--- config.mk ---
export PLATFORM = sky130hd
export DESIGN_NAME = load_store_unit
export DESIGN_NICKNAME = d
export VERILOG_FILES = /design/src/rtl/load_store_unit.sv
export SDC_FILE = /design/constraint.sdc
export NUM_CORES = 1
export LEC_CHECK = 0
export BUFFER_PORTS_ARGS = -buffer_cell sky130_fd_sc_hd__buf_4
export CORE_MARGIN = 8
export CORE_UTILIZATION = 51
export CTS_CLUSTER_SIZE = 10
export DETAILED_ROUTE_END_ITERATION = 12
export PLACE_DENSITY = 0.78
export SLEW_MARGIN = 10
export SYNTH_ARGS = -nofsm -noshare
export SYNTH_HDL_FRONTEND = slang
export SYNTH_SLANG_ARGS = --single-unit
--- constraint.sdc ---
create_clock -name clk_i -period 2.51 [get_ports clk_i]
set_input_delay 0.1255 -clock clk_i [delete_from_list [all_inputs] [get_ports clk_i]]
set_output_delay 0.1255 -clock clk_i [all_outputs]
set_load 0.02 [all_outputs]
--- src/rtl/load_store_unit.sv ---
// Load/store stage between EX/MEM and a word-ported data memory: sub-word RMW stores and extended loads.
// Define LSU_MISALIGN_TRAP_EN to reject misaligned halfword/word accesses instead of aligning them down.
module load_store_unit #(
  parameter int unsigned MEM_BYTES = 1024
) (
  input  logic        clk_i,
  input  logic        rst_ni,
  input  logic        req_valid_i,
  output logic        req_ready_o,
  input  logic        req_load_i,
  input  logic        req_store_i,
  input  logic [1:0]  req_size_i,
  input  logic        req_unsigned_i,
  input  logic [31:0] req_addr_i,
  input  logic [31:0] req_wdata_i,
  output logic        resp_valid_o,
  output logic        resp_err_o,
  output logic [31:0] resp_rdata_o,
  output logic [31:0] mem_address_o,
  output logic [31:0] mem_write_data_o,
  output logic        mem_read_o,
  output logic        mem_write_o,
  input  logic [31:0] mem_read_data_i
);

  // state | meaning
  // IDLE  | ready for a request; error responses issue from here
  // RD    | memory read of the addressed word
  // EXT   | extract/extend the load lane into resp_rdata
  // MRG   | merge store lane into the read word (write buffer)
  // WR    | memory write of the write buffer
  typedef enum logic [2:0] {S_IDLE, S_RD, S_EXT, S_MRG, S_WR} state_e;

  localparam logic [31:0] MemLimit = 32'(MEM_BYTES);

  state_e      state_q, state_d;
  logic [31:0] addr_q, addr_d;
  logic [31:0] wdata_q, wdata_d;
  logic [31:0] wbuf_q, wbuf_d;
  logic [31:0] rdata_q, rdata_d;
  logic [1:0]  size_q, size_d;
  logic        uns_q, uns_d;
  logic        load_q, load_d;
  logic        resp_valid_q, resp_valid_d;
  logic        resp_err_q, resp_err_d;

  logic        accept;
  logic        req_err;
  logic        misalign;
  logic [31:0] req_addr_al;
  logic [4:0]  lane_sh;
  logic [7:0]  lane_byte;
  logic [15:0] lane_half;
  logic [31:0] ext_data;
  logic [31:0] lane_mask;
  logic [31:0] merged;

  always_comb begin
    misalign    = 1'b0;
    req_addr_al = req_addr_i;
`ifdef LSU_MISALIGN_TRAP_EN
    misalign = (req_size_i == 2'd1 && req_addr_i[0]) ||
               (req_size_i == 2'd2 && req_addr_i[1:0] != 2'b00);
`else
    if (req_size_i == 2'd1) begin
      req_addr_al[0] = 1'b0;
    end else if (req_size_i == 2'd2) begin
      req_addr_al[1:0] = 2'b00;
    end
`endif
  end

  assign req_ready_o = (state_q == S_IDLE);
  assign accept      = req_valid_i & req_ready_o & (req_load_i | req_store_i);
  assign req_err     = (req_load_i & req_store_i) | (req_size_i == 2'd3) |
                       ({req_addr_i[31:2], 2'b00} >= MemLimit) | misalign;

  always_comb begin
    lane_sh   = {addr_q[1:0], 3'b000};
    lane_half = addr_q[1] ? mem_read_data_i[31:16] : mem_read_data_i[15:0];
    case (addr_q[1:0])
      2'd0:    lane_byte = mem_read_data_i[7:0];
      2'd1:    lane_byte = mem_read_data_i[15:8];
      2'd2:    lane_byte = mem_read_data_i[23:16];
      default: lane_byte = mem_read_data_i[31:24];
    endcase
    case (size_q)
      2'd0:    ext_data = {{24{lane_byte[7] & ~uns_q}}, lane_byte};
      2'd1:    ext_data = {{16{lane_half[15] & ~uns_q}}, lane_half};
      default: ext_data = mem_read_data_i;
    endcase
    lane_mask = ((size_q == 2'd0) ? 32'h0000_00FF : 32'h0000_FFFF) << lane_sh;
    merged    = (mem_read_data_i & ~lane_mask) | ((wdata_q << lane_sh) & lane_mask);
  end

  always_comb begin
    state_d      = state_q;
    addr_d       = addr_q;
    wdata_d      = wdata_q;
    wbuf_d       = wbuf_q;
    rdata_d      = rdata_q;
    size_d       = size_q;
    uns_d        = uns_q;
    load_d       = load_q;
    resp_valid_d = 1'b0;
    resp_err_d   = 1'b0;
    case (state_q)
      S_IDLE: begin
        if (accept) begin
          if (req_err) begin
            resp_valid_d = 1'b1;
            resp_err_d   = 1'b1;
          end else begin
            addr_d  = req_addr_al;
            wdata_d = req_wdata_i;
            size_d  = req_size_i;
            uns_d   = req_unsigned_i;
            load_d  = req_load_i;
            if (req_load_i || req_size_i != 2'd2) begin
              state_d = S_RD;
            end else begin
              wbuf_d  = req_wdata_i;
              state_d = S_WR;
            end
          end
        end
      end
      S_RD:  state_d = load_q ? S_EXT : S_MRG;
      S_EXT: begin
        rdata_d      = ext_data;
        resp_valid_d = 1'b1;
        state_d      = S_IDLE;
      end
      S_MRG: begin
        wbuf_d  = merged;
        state_d = S_WR;
      end
      S_WR: begin
        resp_valid_d = 1'b1;
        state_d      = S_IDLE;
      end
      default: state_d = S_IDLE;
    endcase
  end

  always_ff @(posedge clk_i or negedge rst_ni) begin
    if (!rst_ni) begin
      state_q      <= S_IDLE;
      addr_q       <= '0;
      wdata_q      <= '0;
      wbuf_q       <= '0;
      rdata_q      <= '0;
      size_q       <= '0;
      uns_q        <= 1'b0;
      load_q       <= 1'b0;
      resp_valid_q <= 1'b0;
      resp_err_q   <= 1'b0;
    end else begin
      state_q      <= state_d;
      addr_q       <= addr_d;
      wdata_q      <= wdata_d;
      wbuf_q       <= wbuf_d;
      rdata_q      <= rdata_d;
      size_q       <= size_d;
      uns_q        <= uns_d;
      load_q       <= load_d;
      resp_valid_q <= resp_valid_d;
      resp_err_q   <= resp_err_d;
    end
  end

  // Memory strobes come straight from the state register so reset kills them asynchronously.
  assign mem_read_o       = (state_q == S_RD);
  assign mem_write_o      = (state_q == S_WR);
  assign mem_address_o    = {addr_q[31:2], 2'b00};
  assign mem_write_data_o = wbuf_q;
  assign resp_valid_o     = resp_valid_q;
  assign resp_err_o       = resp_err_q;
  assign resp_rdata_o     = rdata_q;

endmodule

==> run summary, run 1 <==
* clock insertion delay at the later pin of the skew report: 410 ps
* post-route total power: 4.75 mW
* drt first pass iters: 5
* top-level port count: 205
* setup repair after global routing missed its margin: false
* area of the multi-input gates: 0.00260 mm^2
* largest net degree at the start of global routing: 122
* worst reg2reg startpoint: state_q[2]
* number of fill cells in the layout: 861
* minimum period implied by the final worst setup slack: 2280 ps
* final weighted congestion in routability-driven placement: 0.900
* number of setup violations in the final report: 0
* relative contribution of the clock network to total power: 49.4%
* Hold Violations, Final: 0
* number of max-cap violations: 0
* number of buffers inserted during clock tree synthesis: 17
* root cell of the clock tree: sky130_fd_sc_hd__clkbuf_16
* fraction of synthesized cell area taken by the top area cell type: 49.8%
* fraction of final layout cells with drive strength greater than 1: 35.6%
* most used flip-flop cell after synthesis: sky130_fd_sc_hd__dfrtp_1
* post-CTS setup buffer count: 0
* clock sink count: 121
* initial cell density of the core: 51.5%
* hpwl dp: 13600 um
* gate count of the mapped netlist: 591
* setup slack at placement: 230 ps
* summed negative setup slack over all endpoints: 0 ps
* number of warnings printed during yosys synthesis: 0
* net switching power of the design: 1.06 mW
* most frequently used cell type in the post-synthesis netlist: sky130_fd_sc_hd__dfrtp_1
* CTS-repair resized insts: 0
* Required @ worst endpoint: 2840 ps
* Post-synth top cells: 121 x sky130_fd_sc_hd__dfrtp_1, 60 x sky130_fd_sc_hd__nand2_1, 58 x sky130_fd_sc_hd__o21ai_0
* relative contribution of combinational cells to total power: 8.8%
* hold slack: 9.12 ps
* clock-pin slew reported for the worst setup and hold paths after clock tree synthesis: 60 ps
* normalized max-slew margin: 32.7%
* switching fraction of total power: 22.3%
* DRT iter0 DRCs: 524
* Internal Power: 3.69 mW
* highest fanout seen on the critical path: 27
* detailed-route vias per instance: 5.61
* post-synthesis cell type count: 46
* first-pass GRT wire length: 30000 um
* register area: 0.00303 mm^2
* power per cell area: 561 mW/mm^2
* floorplan die area: 0.0157 mm^2
* CP endpoint kind: flip-flop
* final global-route overflow total: 0
* overall die height: 125 um
* reported leakage power: 4.28 nW
* average wire per standard cell: 19.8 um
* placement row count: 40
* slack of the critical path: 229 ps
* number of nets with antenna violations after detailed routing: 0
* cell taking the most area after synthesis: sky130_fd_sc_hd__dfrtp_1
* final number of max-transition violations: 0
* CTS H-Tree Depth: 4
* number of antenna violations at the first check in global routing: 0
* # placed instances: 886
* part of the Yosys area used for sequential elements: 49.8%
* post-synthesis sequential element count: 121
* number of hold-repair buffers added at the cts stage: 36
* final worst-path cycle share: 90.9%
* Critical Path AT: 2610 ps
* DRT Wirelength: 18900 um
* leading cell types by total area after synthesis: sky130_fd_sc_hd__dfrtp_1 50%, sky130_fd_sc_hd__mux2_2 5.7%, sky130_fd_sc_hd__o21ai_0 4.8%
* gr usage total: 24.0%
* core area: 0.0118 mm^2
* Reg power frac: 41.8%
* vias in the first global route: 5580
* quantity of I/O buffers inserted on ports: 202
* startpoint type of the worst setup path: flip-flop
* total number of nets in the final design: 898
* DRC violation count after routing: 0
* count of vias placed by the detailed router: 5356
* fin cells: 954
* start point of the critical path: state_q[2]
* largest voltage drop on the vdd net: 0.453 mV
* Hold Crit Class: primary input to flip-flop
* worst-margin pin slew: 1010 ps
* share of async-settable or async-resettable flops after synthesis: 100%
* Clock Skews: 7.17 ps
* worst setup path class: flip-flop to flip-flop
* run status: completed
* P&R area growth vs syn: 39.1%
* Post-Synthesis Cell Area: 0.00609 mm^2
* Min-Delay Startpoint: mem_read_data_i[31]
* TritonCTS clock tree: done
* Mapped Avg Cell Area: 10.3 um^2
* maximum clock path buffer count: 2
* Highest Clock Rate: 438 MHz
* number of diodes added for antenna fixing: 0
* number of enable-type register cells in the synthesized netlist: 0
* overall die width: 125 um
registers in the layout, summed over array words and instances (netlist names):
name,flops
state_q,3
uns_q,1
mem_write_data_o,32
size_q,2
resp_rdata_o,32
load_q,1
addr_q,32
resp_err_o,1
resp_valid_o,1
wdata_q,16
per-layer routing:
| layer | routed length [um] | part of all wire (%) | GRT usage, % |
|---|---|---|---|
| met1 | 7640 | 41 | 29.0 |
| met2 | 9160 | 49 | 39.1 |
| met3 | 1620 | 8.6 | 7.95 |
| met4 | 433 | 2.3 | 9.17 |
| met5 | 0 | 0 | 0 |
kinds of logic after synthesis:
kind of cell,Yosys count,synth area share (%)
AOI/OAI and AO/OA,121,12.9
buffers and inverters,91,7.83
DFF,121,49.8
muxes,83,15.0
other,1,0.0616
and+or+nand+nor,174,14.5
metrics by stage:
stage          utilization (%)  cell area (um^2)
2_1_floorplan                -              6090
3_3_place_gp              63.9              7540
3_5_place_dp              63.9              7540
4_1_cts                   71.7              8470
5_1_grt                   71.7              8470
6_report                  71.7              8470
power by group through the flow:
| stage | Combinational, mW | Clock (mW) | Sequential [mW] |
|---|---|---|---|
| floorplan | 0.0796 | 0 | 2.05 |
| global placement | 0.362 | 0 | 2.02 |
| detailed placement | 0.369 | 0 | 2.02 |
| CTS | 0.417 | 2.36 | 1.99 |
| global route | 0.451 | 2.46 | 1.99 |
| finish | 0.419 | 2.34 | 1.99 |
area by class of cell:
| class | count | area share [%] |
|---|---|---|
| Sequential cell | 121 | 35.8 |
| Multi-Input combinational cell | 380 | 30.7 |
| Timing Repair Buffer | 256 | 23.9 |
| Tap cell | 147 | 2.17 |
| Clock inverter | 9 | 1.15 |
| Inverter | 18 | 0.798 |
| Clock buffer | 23 | 5.53 |
cell usage in the layout (no fill, tap or decap), types with 2 or more instances in the layout:
cell / instances
sky130_fd_sc_hd__dfrtp_1: 121
sky130_fd_sc_hd__buf_4: 219
sky130_fd_sc_hd__clkbuf_8: 2
sky130_fd_sc_hd__bufinv_16: 2
sky130_fd_sc_hd__mux2i_1: 28
sky130_fd_sc_hd__inv_1: 16
sky130_fd_sc_hd__a211oi_1: 8
sky130_fd_sc_hd__and2_1: 6
sky130_fd_sc_hd__a22oi_1: 3
sky130_fd_sc_hd__o32a_1: 8
sky130_fd_sc_hd__o22ai_1: 7
sky130_fd_sc_hd__clkbuf_1: 4
sky130_fd_sc_hd__mux2_2: 31
sky130_fd_sc_hd__a221o_1: 6
sky130_fd_sc_hd__nor2_1: 18
sky130_fd_sc_hd__clkbuf_16: 17
sky130_fd_sc_hd__nand2b_1: 9
sky130_fd_sc_hd__dlygate4sd3_1: 36
sky130_fd_sc_hd__o31ai_1: 9
sky130_fd_sc_hd__a31oi_1: 2
sky130_fd_sc_hd__a21oi_1: 7
sky130_fd_sc_hd__nor4_1: 5
sky130_fd_sc_hd__and3_1: 2
sky130_fd_sc_hd__or3_1: 2
sky130_fd_sc_hd__a221oi_1: 7
sky130_fd_sc_hd__nand2_1: 60
sky130_fd_sc_hd__nor3b_1: 5
sky130_fd_sc_hd__nand3_1: 34
sky130_fd_sc_hd__mux2_1: 23
sky130_fd_sc_hd__nor3_4: 2
sky130_fd_sc_hd__o21ai_0: 58
sky130_fd_sc_hd__nand4_1: 2
sky130_fd_sc_hd__conb_1: 2
sky130_fd_sc_hd__nor2b_1: 23
sky130_fd_sc_hd__clkinv_2: 6
critical path: stages, from the launching register on:
cell	delay, ps
sky130_fd_sc_hd__dfrtp_1	510
sky130_fd_sc_hd__nor3_4	80
sky130_fd_sc_hd__o211ai_1	170
sky130_fd_sc_hd__nor3_4	80
sky130_fd_sc_hd__a31oi_4	810
sky130_fd_sc_hd__buf_4	320
sky130_fd_sc_hd__mux2i_1	220
path summary, 6_finish.rpt:
kind,to,slack (ps),depth (start not counted)
min in group asynchronous,addr_q[22],310,3
max reg2reg,mem_write_data_o[10],230,6
min reg2reg,resp_rdata_o[3],480,2
max in group asynchronous,load_q,1640,3
min,resp_rdata_o[31],9,3
max,mem_write_data_o[10],230,6
(Power assumes the default switching activity.)
==> run 2, diff against run 1 <==
Settings changed: SETUP_SLACK_MARGIN set to 0.4.
==> run summary, run 2 (same netlist as run 1, synthesis figures left out) <==
* initial cell density of the core: 51.5%
* number of diodes added for antenna fixing: 0
* TritonCTS clock tree: done
* final weighted congestion in routability-driven placement: 0.900
* overall die width: 125 um
* gr usage total: 24.1%
* CTS H-Tree Depth: 4
* post-route total power: 4.76 mW
* core area: 0.0118 mm^2
* clock-pin slew reported for the worst setup and hold paths after clock tree synthesis: 60 ps
* top-level port count: 205
* average wire per standard cell: 20.2 um
* Highest Clock Rate: 481 MHz
* number of nets with antenna violations after detailed routing: 0
* highest-count cells in the layout ignoring fill and taps: 220 x sky130_fd_sc_hd__buf_4, 121 x sky130_fd_sc_hd__dfrtp_1, 60 x sky130_fd_sc_hd__nand2_1
* minimum period implied by the final worst setup slack: 2080 ps
* overall die height: 125 um
* power per cell area: 553 mW/mm^2
* detailed-route vias per instance: 5.68
* leading cell type in the layout, fill and taps excluded: sky130_fd_sc_hd__buf_4
* run status: completed
* clock sink count: 121
* Critical Path AT: 2370 ps
* number of antenna violations at the first check in global routing: 0
* final number of max-transition violations: 0
* floorplan die area: 0.0157 mm^2
* drt first pass iters: 5
* fraction of final layout cells with drive strength greater than 1: 36.3%
* DRC violation count after routing: 0
* Clock Skews: 6.19 ps
* Internal Power: 3.69 mW
* relative contribution of combinational cells to total power: 8.8%
* most used cell, CP: sky130_fd_sc_hd__nor3_4
* hpwl dp: 13600 um
* net switching power of the design: 1.06 mW
* crit-path max cell delay: 480 ps
* worst setup path class: flip-flop to flip-flop
* placement row count: 40
* total placed instance area: 0.00754 mm^2
* reported leakage power: 4.33 nW
* slowest stage cell, crit path: sky130_fd_sc_hd__dfrtp_1
* final global-route overflow total: 0
* clock insertion delay at the later pin of the skew report: 410 ps
* root cell of the clock tree: sky130_fd_sc_hd__clkbuf_16
* Required @ worst endpoint: 2800 ps
* number of buffers inserted during clock tree synthesis: 17
* switching fraction of total power: 22.4%
* normalized max-slew margin: 52.9%
* total number of nets in the final design: 904
* count of vias placed by the detailed router: 5457
* vias in the first global route: 5594
* Reg power frac: 41.8%
* DRT Wirelength: 19400 um
* first-pass GRT wire length: 30000 um
* maximum clock path buffer count: 2
* summed negative setup slack over all endpoints: 0 ps
* number of max-cap violations: 0
* worst-margin pin slew: 703 ps
* number of fill cells in the layout: 846
* Hold Violations, Final: 0
* Cell Chain, Critical Path: nor3_4, o211ai_1, nor3_4, buf_4, buf_16, mux2_2
* startpoint type of the worst setup path: flip-flop
* relative contribution of the clock network to total power: 49.4%
* number of setup violations in the final report: 0
* Hold Crit Class: primary input to flip-flop
* post-route cell area: 0.00860 mm^2
* P&R area growth vs syn: 41.4%
* largest voltage drop on the vdd net: 0.452 mV
* CP endpoint kind: flip-flop
* quantity of I/O buffers inserted on ports: 202
* highest fanout seen on the critical path: 28
* setup repair after global routing missed its margin: true
* largest net degree at the start of global routing: 122
* DRT iter0 DRCs: 550
* final worst-path cycle share: 82.9%
-- run 2: cell types whose count changed in the layout (fill, tap and decap cells not counted), sizes merged --
cell,before,now
buf,220,223
a31oi,3,5
clkbuf,23,24
-- run 2: final timing paths --
check	start	end	slack (ps)	cells past startpoint
setup / recovery	state_q[2]	wdata_q[6]	430	6
hold reg to reg	resp_rdata_o[3]	resp_rdata_o[3]	480	2
setup reg to reg	state_q[2]	wdata_q[6]	430	6
min in group asynchronous	rst_ni	addr_q[22]	340	3
max in group asynchronous	rst_ni	mem_write_data_o[17]	1680	3
hold / removal	mem_read_data_i[31]	resp_rdata_o[31]	8	3
-- run 2: metal layers --
metal  share of wire (%)  vias to the layer above  GRT usage, %  routed length, um
li1                    -                     2483             -                  -
met2                  49                      269          39.0               9430
met5                   0                        -             0                  0
met4                 2.8                        0          9.46                547
met3                 9.6                       47          8.12               1860
met1                  39                     2658          29.0               7570
-- run 2: worst max-delay path, delay by kind of cell (launching register included) --
| kind | cells | cell delay [ps] |
|---|---|---|
| flops | 1 | 480 |
| buf+inv | 2 | 460 |
| simple gates | 2 | 470 |
| mux | 1 | 360 |
| compound gates | 1 | 170 |
-- run 2: power by group through the flow --
| stage | registers (mW) | clock network (mW) | logic, mW |
|---|---|---|---|
| CTS | 1.99 | 2.36 | 0.417 |
| floorplan | 2.05 | 0 | 0.0796 |
| finish | 1.99 | 2.35 | 0.421 |
| global placement | 2.02 | 0 | 0.362 |
| global route | 1.99 | 2.46 | 0.452 |
| detailed placement | 2.02 | 0 | 0.369 |
-- run 2: through the flow --
step                      worst slack (ps)  hold WS, ps  std cells  util [%]
after floorplan                        401         -170        592         -
after global placement                 348          267        886      63.9
after detailed placement               230          274        886      63.9
after CTS                              229        0.968        954      71.7
after global routing                   359         16.9        960      72.8
final                                  429         7.84        960      72.8
-- run 2: area by class of cell --
| class | instances | area, um^2 | share of cell area (%) |
|---|---|---|---|
| inverters | 18 | 67.6 | 0.785 |
| clock buffers | 23 | 468 | 5.44 |
| well taps | 147 | 184 | 2.14 |
| flip-flops and latches | 121 | 3030 | 35.2 |
| multi-input cells | 382 | 2660 | 30.9 |
| clock inverters | 9 | 97.6 | 1.13 |
| repair buffers | 260 | 2100 | 24.5 |
-- run 2: timing repair --
action | 4_1_cts | 5_1_grt
pin swaps | 1 | 3
hold buffers | 36 | 0
hold endpoints to repair | 156 | 0
setup buffers | 0 | 3
resized for setup | 1 | 11
gates cloned | 0 | 3
setup endpoints to repair | 63 | 66
==> run 3, diff against run 2 <==
Settings changed: CORE_UTILIZATION 51 to 46, PLACE_DENSITY 0.78 to 0.74.
Clock period 2.51 ns to 1.7 ns, I/O delays scaled along.
==> run summary, run 3 (same netlist as run 1, synthesis figures left out) <==
* number of max-cap violations: 0
* r2r setup slk: -310 ps
* leading cell type in the layout, fill and taps excluded: sky130_fd_sc_hd__buf_4
* Required @ worst endpoint: 2000 ps
* average wire per standard cell: 23.6 um
* Global Route met1 Usage: 30.3%
* summed negative setup slack over all endpoints: -12180 ps
* worst setup path class: flip-flop to flip-flop
* first-pass GRT wire length: 34500 um
* minimum period implied by the final worst setup slack: 2010 ps
* met3 capacity usage during global routing: 8.93%
* final number of max-transition violations: 0
* worst reg2reg startpoint: addr_q[0]
* hpwl dp: 14600 um
* overall die height: 131 um
* Top Usage Layer GRT: met2
* detailed-route vias per instance: 5.85
* root cell of the clock tree: sky130_fd_sc_hd__clkbuf_16
* number of buffers inserted during clock tree synthesis: 17
* number of setup violations in the final report: 105
* final worst-path cycle share: 118%
* violated checks: negative setup slack
* maximum clock path buffer count: 2
* drt first pass iters: 5
* DRT iter0 DRCs: 678
* number of nets with antenna violations after detailed routing: 0
* number of antenna violations at the first check in global routing: 1
* quantity of I/O buffers inserted on ports: 202
* switching fraction of total power: 21.6%
* Clock Skews: 5.22 ps
* run status: complete, but fails checks
* P&R area growth vs syn: 72.3%
* largest net degree at the start of global routing: 76
* final global-route overflow total: 0
* relative contribution of the clock network to total power: 54.0%
* start point of the critical path: addr_q[0]
* CP endpoint kind: flip-flop
* Hold Crit Class: primary input to flip-flop
* Critical Path AT: 2310 ps
* placement row count: 42
* core area: 0.0131 mm^2
* fraction of final layout cells with drive strength greater than 1: 47.7%
* gr usage total: 26.7%
* DRC violation count after routing: 0
* power per cell area: 764 mW/mm^2
* highest fanout seen on the critical path: 7
* DRT Wirelength: 25600 um
* # placed instances: 945
* number of diodes added for antenna fixing: 0
* largest voltage drop on the vdd net: 0.555 mV
* initial cell density of the core: 46.5%
* total number of nets in the final design: 998
* clock-pin slew reported for the worst setup and hold paths after clock tree synthesis: 60 ps
* vias in the first global route: 6332
* top-level port count: 205
* TritonCTS clock tree: done
* fin cells: 1083
* Highest Clock Rate: 498 MHz
* Min-Delay Startpoint: mem_read_data_i[8]
* startpoint type of the worst setup path: flip-flop
* clock sink count: 121
* CTS H-Tree Depth: 4
* net switching power of the design: 1.73 mW
* reported leakage power: 5.09 nW
* GR met2 Demand/Resource: 44.6%
* setup slack at placement: -134 ps
* Internal Power: 6.28 mW
* Reg power frac: 36.6%
* clock insertion delay at the later pin of the skew report: 420 ps
* floorplan die area: 0.0172 mm^2
* count of vias placed by the detailed router: 6331
* Hold Violations, Final: 0
* highest-count cells in the layout ignoring fill and taps: 234 x sky130_fd_sc_hd__buf_4, 117 x sky130_fd_sc_hd__dfrtp_1, 68 x sky130_fd_sc_hd__dlygate4sd3_1
* relative contribution of combinational cells to total power: 9.4%
* overall die width: 131 um
* final weighted congestion in routability-driven placement: 0.874
* slack of the critical path: -308 ps
* setup repair after global routing missed its margin: true
## run 3: final timing paths
kind                                         to  cells after the start
max                        mem_write_data_o[27]                      7
min                             resp_rdata_o[8]                      3
min in group asynchronous          resp_valid_o                      3
min reg2reg                     resp_rdata_o[9]                      2
max in group asynchronous             size_q[1]                      3
max reg2reg                mem_write_data_o[27]                      7
## run 3: final cells by class
class	instances	area [um^2]
Timing Repair Buffer	355	3330
Clock buffer	20	457
Fill cell	703	2600
Inverter	18	68.8
Clock inverter	12	243
Multi-Input combinational cell	381	3130
Sequential cell	121	3030
Tap cell	176	220
## run 3: power groups by stage
stage / Clock, mW / Combinational [mW] / Sequential, mW
floorplan: 0 / 0.125 / 3.02
global placement: 0 / 0.558 / 2.98
detailed placement: 0 / 0.566 / 2.98
CTS: 4.33 / 0.711 / 2.93
global route: 4.48 / 0.799 / 2.94
finish: 4.32 / 0.754 / 2.93
## run 3: per-stage QoR
stage               area (um^2)  utilization (%)  power, mW  hold WS [ps]
floorplan                  6270                -       3.15          -211
global placement           7970             60.9       3.54          97.1
detailed placement         7970             60.9       3.55          98.9
CTS                        9950             76.0       7.97          3.13
global route              10500             80.1       8.21          43.8
finish                    10500             80.1       8.01          39.6
## run 3: worst max-delay path, cell delays in order (launching register included)
cell and delay [ps]:
sky130_fd_sc_hd__dfrtp_2 460, sky130_fd_sc_hd__buf_4 170, sky130_fd_sc_hd__o31ai_2 330, sky130_fd_sc_hd__buf_4 220, sky130_fd_sc_hd__nor2_1 80, sky130_fd_sc_hd__a21oi_1 200
sky130_fd_sc_hd__o21ai_0 110, sky130_fd_sc_hd__mux2_1 320
## run 3: repair_timing
action,4_1_cts,5_1_grt
cloned,9,9
setup buffers,12,8
endpoints found under the hold margin,197,0
hold buffers,68,0
resized for setup,87,74
pin swaps,17,7
endpoints found under the setup margin,122,122
## run 3: metal layers
metal  up-vias  wire length [um]
met4         2              1390
met2       426             12600
met1      3093              9020
met5         -                13
li1       2672                 -
met3       138              2530
